<file path="src/rtl/jk_mod_counter_if.sv">
// Control and observation bundle for jk_mod_counter.
// Ports (slave view, as seen by the counter):
//   clr, load, en, up : control inputs (active-high)
//   din               : parallel load value
//   count             : registered count value
//   tc                : combinational terminal count for cascading
//   ovf               : sticky wrap flag
//   j_vec, k_vec      : per-bit J/K drive applied at the next edge
interface jk_mod_counter_if #(
  parameter int WIDTH = 4
);
  logic             clr;
  logic             load;
  logic [WIDTH-1:0] din;
  logic             en;
  logic             up;
  logic [WIDTH-1:0] count;
  logic             tc;
  logic             ovf;
  logic [WIDTH-1:0] j_vec;
  logic [WIDTH-1:0] k_vec;

  modport master (
    output clr, load, din, en, up,
    input  count, tc, ovf, j_vec, k_vec
  );

  modport slave (
    input  clr, load, din, en, up,
    output count, tc, ovf, j_vec, k_vec
  );
endinterface

</file>
<file path="src/rtl/jk_mod_counter.sv">
// WIDTH-bit modulo-MODULUS up/down counter built from JK storage stages.
// Ports:
//   clk   : rising-edge clock
//   reset : asynchronous active-low reset (count and ovf cleared at once)
//   bus   : jk_mod_counter_if.slave carrying clr/load/din/en/up in and
//           count/tc/ovf/j_vec/k_vec out
// Priority at each edge: clr > load > en > hold. Loads above MODULUS-1
// clamp to MODULUS-1. Counting wraps at MODULUS boundaries and sets ovf,
// which stays set until clr or reset. Constraint: 2 <= MODULUS <= 2**WIDTH.

// Single JK storage bit with asynchronous active-low clear.
module jk_stage (
  input  logic clk,
  input  logic reset,
  input  logic j,
  input  logic k,
  output logic q
);
  always_ff @(posedge clk or negedge reset) begin
    if (!reset) q <= 1'b0;
    else        q <= (j & ~q) | (~k & q);
  end
endmodule

module jk_mod_counter #(
  parameter int WIDTH   = 4,
  parameter int MODULUS = 10
) (
  input logic              clk,
  input logic              reset,
  jk_mod_counter_if.slave  bus
);
  localparam logic [WIDTH-1:0] MAX_VAL = WIDTH'(MODULUS - 1);

  logic [WIDTH-1:0] count_q;
  logic [WIDTH-1:0] next_count;
  logic [WIDTH-1:0] j_int;
  logic [WIDTH-1:0] k_int;
  logic             at_top;
  logic             at_bot;
  logic             wrap;
  logic             ovf_q;

  assign at_top = (count_q == MAX_VAL);
  assign at_bot = (count_q == '0);

  // A wrap is only possible when counting is the operation that wins
  // priority, so clr/load suppress it (and tc along with it).
  assign wrap = bus.en & ~bus.clr & ~bus.load &
                ((bus.up & at_top) | (~bus.up & at_bot));

  always_comb begin
    next_count = count_q;
    if (bus.clr) begin
      next_count = '0;
    end else if (bus.load) begin
      next_count = (bus.din > MAX_VAL) ? MAX_VAL : bus.din;
    end else if (bus.en) begin
      if (bus.up) next_count = at_top ? '0 : count_q + WIDTH'(1);
      else        next_count = at_bot ? MAX_VAL : count_q - WIDTH'(1);
    end
  end

  // J sets bits that must rise, K clears bits that must fall; a bit that
  // keeps its value gets neither, so J and K are never both high.
  always_comb begin
    j_int = '0;
    k_int = '0;
    if (reset) begin
      j_int = next_count & ~count_q;
      k_int = ~next_count & count_q;
    end
  end

  for (genvar i = 0; i < WIDTH; i++) begin : g_bit
    jk_stage u_stage (
      .clk   (clk),
      .reset (reset),
      .j     (j_int[i]),
      .k     (k_int[i]),
      .q     (count_q[i])
    );
  end

  always_ff @(posedge clk or negedge reset) begin
    if (!reset)       ovf_q <= 1'b0;
    else if (bus.clr) ovf_q <= 1'b0;
    else if (wrap)    ovf_q <= 1'b1;
  end

  assign bus.count = count_q;
  assign bus.tc    = wrap;
  assign bus.ovf   = ovf_q;
  assign bus.j_vec = j_int;
  assign bus.k_vec = k_int;
endmodule

</file>
<file path="src/flat_wrapper.sv">
// flat-port wrapper written by rule: the top's interface ports become plain ports
module jk_mod_counter_flat 
#(
  parameter int WIDTH   = 4,
  parameter int MODULUS = 10
)
  (clk, reset, bus_clr, bus_load, bus_din, bus_en, bus_up, bus_count, bus_tc, bus_ovf, bus_j_vec, bus_k_vec);
  jk_mod_counter_if #(.WIDTH(WIDTH)) bus_i ();
  input logic clk;
  input logic reset;
  input wire logic [$bits(bus_i.clr)-1:0] bus_clr;
  input wire logic [$bits(bus_i.load)-1:0] bus_load;
  input wire logic [$bits(bus_i.din)-1:0] bus_din;
  input wire logic [$bits(bus_i.en)-1:0] bus_en;
  input wire logic [$bits(bus_i.up)-1:0] bus_up;
  output wire logic [$bits(bus_i.count)-1:0] bus_count;
  output wire logic [$bits(bus_i.tc)-1:0] bus_tc;
  output wire logic [$bits(bus_i.ovf)-1:0] bus_ovf;
  output wire logic [$bits(bus_i.j_vec)-1:0] bus_j_vec;
  output wire logic [$bits(bus_i.k_vec)-1:0] bus_k_vec;
  assign bus_i.clr = bus_clr;
  assign bus_i.load = bus_load;
  assign bus_i.din = bus_din;
  assign bus_i.en = bus_en;
  assign bus_i.up = bus_up;
  assign bus_count = bus_i.count;
  assign bus_tc = bus_i.tc;
  assign bus_ovf = bus_i.ovf;
  assign bus_j_vec = bus_i.j_vec;
  assign bus_k_vec = bus_i.k_vec;
  jk_mod_counter #(.WIDTH(WIDTH), .MODULUS(MODULUS)) u_core (.clk(clk), .reset(reset), .bus(bus_i));
endmodule
</file>
<file path="config.mk">
export PLATFORM = sky130hd
export DESIGN_NAME = jk_mod_counter_flat
export DESIGN_NICKNAME = d
export VERILOG_FILES = /design/src/rtl/jk_mod_counter_if.sv /design/src/rtl/jk_mod_counter.sv /design/src/flat_wrapper.sv
export SDC_FILE = /design/constraint.sdc
export NUM_CORES = 1
export LEC_CHECK = 0
export ABC_AREA = 1
export CORE_MARGIN = 10
export CORE_UTILIZATION = 48
export DETAILED_ROUTE_END_ITERATION = 8
export GPL_ROUTABILITY_DRIVEN = 0
export PLACE_DENSITY = 0.88
export SLEW_MARGIN = 15
export SYNTH_ARGS = -nofsm -noshare
export SYNTH_HDL_FRONTEND = slang
export SYNTH_SLANG_ARGS = --single-unit
</file>
<file path="constraint.sdc">
create_clock -name clk -period 2.7 [get_ports clk]
set_clock_uncertainty 0.1 [all_clocks]
set_input_delay 0.405 -clock clk [delete_from_list [all_inputs] [get_ports clk]]
set_output_delay 0.405 -clock clk [all_outputs]
set_load 0.01 [all_outputs]
</file>
==> results by group <==
Run status
  – Outcome: complete, no violations

Die
  – Placeable core area: 1366 um^2
  – Chip height: 58.78 um
  – Starting utilization of the core area: 52.84%
  – I/O pin count: 24
  – Die width: 58.78 um
  – Core Rows: 13
  – Die area: 3455 um^2

Clock network
  – H-tree lvl count: 1
  – Total CTS buffers: 3
  – Clock transition at path regs: 0.04 ns
  – Clk buf depth: 2
  – Clk sink count: 5
  – CTS tree: done
  – Root buffer cell: clkbuf_4
  – Clk_lat worst skew: 0.25 ns
  – Cts hold-fix bufs: 0

Setup path
  – Crit path kind: register to output port
  – Reg2reg setup slack: 1.08 ns
  – Worst R2R Path Depth: 8
  – Endpoint class of the critical path: output port
  – Worst EP arrival: 2.05 ns
  – Critical path fanouts, max: 5
  – Startpoint types: register
  – Req. time, crit path: 2.19 ns

Yosys
  – Synthesized area: 721.9 um^2
  – YS warnings: 0
  – Synth top area share: 17.33%
  – Most area-consuming cells after synthesis: dfrtp_1 (17%), buf_4 (14%), nand2_1 (9.9%)
  – Mean post-synth cell area: 6.942 um^2
  – FFs w/ async S/R, synth: 100.0%
  – Most numerous cell in the Yosys netlist: nand2_1
  – Post-synth EDFFs: 0
  – Main flop type after synthesis: dfrtp_1
  – Syn Nets: 117
  – Synth area leader: dfrtp_1
  – Register area share after synthesis: 17.33%
  – Cells after synthesis: 104
  – Seq cells post-synth: 5
  – Synth top cells by count: nand2_1 (19), buf_4 (13), a21oi_1 (12), inv_1 (8), nand3_2 (6)
  – Netlist cell types: 25

Drt
  – Vias: 705
  – Via-per-instance ratio: 5.222
  – Drt drc: 0
  – Final wirelength: 1810 um
  – Routed Antenna Nets: 0
  – Starting DRT DRC Count: 7
  – Iteration count of the initial detailed-routing pass: 4
  – Routed length per instance: 13.41 um

Flow run
  – Max-cap violation count: 0

Power and ir drop
  – Total power: 355.3 uW
  – VDD IR max: 0.2429 mV
  – LEAKAGE: 0.0005178 uW
  – Power per Cell Area: 373.1 nW/um^2

Timing
  – Slew Limit Fails: 0
  – Rel. slew slack: 73.04%
  – Final hold violation count: 0
  – FMAX: 392.0 MHz
  – Final setup vio count: 0
  – Fin crit period: 2.551 ns
  – Final period utilization: 94.48%
  – Worst hold slack: 0.3898 ns
  – Worst Tran Pin Value: 0.4043 ns
  – Sum Neg Setup Slack: 0 ns

Cells and area
  – Nets: 134
  – Antenna Cells: 0
  – Fin cells: 135
  – Fillers: 125
  – Area of the multi-input gates: 434.2 um^2
  – Storage element area: 128.9 um^2
  – Util after Layout: 69.69%
  – Share of layout cells above drive strength 1: 30.00%
  – Area growth syn-to-layout: 31.89%

Placed design
  – HPWL reported at the end of detailed placement: 1445 um
  – IO buf count: 23
  – Placed Cells: 129

GRT
  – Initial antenna violation count: 0
  – First-pass GRT wire length: 3008 um
  – Vias in the first global route: 679
  – Total GRT Usage: 10.87%
  – Largest net degree at the start of global routing: 18
  – GRT overflow: 0

Hold path
  – Worst Hold Class: input port to async pin
## worst max-delay path by stage
stage,from,to,depth (start not counted)
after floorplan,register,bus_j_vec[2],8
after global placement,bus_up,bus_j_vec[1],8
after detailed placement,bus_up,bus_k_vec[0],8
after CTS,register,bus_j_vec[2],9
after global routing,register,bus_k_vec[3],9
final,register,bus_j_vec[3],10
## cell families (layout without fill, tap and decap cells)
logic type,after synthesis,after routing,share of synthesized area [%]
compound gates,22,22,16.64
flops,5,5,17.33
simple gates,45,45,35.35
buf+inv,28,44,24.26
fa+ha+maj,3,3,5.200
xor+xnor,1,1,1.213
## power breakdown
group	internal (uW)	switching, uW	total (uW)
Sequential	82.8	18.5	101
Combinational	81.1	83.1	164
Clock	56.1	33.6	89.7
Total	220	135	355
## what timing repair did
item	CTS	global route
setup buffers	0	2
resized for setup	4	10
endpoints found under the setup margin	7	7
endpoints found under the hold margin	0	0
pin swaps	0	0
gates cloned	0	0
## cell type report
type | count | area share [%]
Clock buffer | 4 | 2.760
Inverter | 12 | 5.256
Multi-Input combinational cell | 71 | 45.60
Sequential cell | 5 | 13.53
Tap cell | 15 | 1.971
Timing Repair Buffer | 28 | 30.88
## placed cells by master, fill, tap and decap left out, drive strengths merged
master and n:
dfrtp 5, nand3 11, dlymetal6s2s 6, dlygate4sd2 1
nor3 1, nand2 23, nand4 2, a21oi 12
o21ai 9, clkbuf 4, xnor2 1, buf 5
or2 1, clkdlybuf4s50 16, nor2 7, ha 3
o211ai 1, inv 12
## critical path, stage by stage (launching register included)
cell and delay [ns]:
dfrtp_2 0.40, inv_2 0.07, ha_1 0.23, nand4_2 0.10
nand2_2 0.07, inv_2 0.07, nand3_2 0.08, nand2_2 0.07
nand3_2 0.08, nor2_2 0.09, clkdlybuf4s50_1 0.54
## metal layers
metal  routed length (um)  GRT usage (%)  vias to the layer above
met5                    0              0                        -
met4                   26          4.590                        0
li1                     -              -                      359
met3                  163          6.223                        5
met2                  868          17.42                       20
met1                  751          11.37                      321
## per-stage QoR
step	cell area [um^2]	setup WS, ns
2_1_floorplan	721.9	0.7928
3_3_place_gp	878.3	0.06813
3_5_place_dp	878.3	0.02243
4_1_cts	917.1	0.001697
5_1_grt	952.2	-0.009600
6_report	952.2	0.1491
Note: power is estimated with default switching activity, not from simulation.
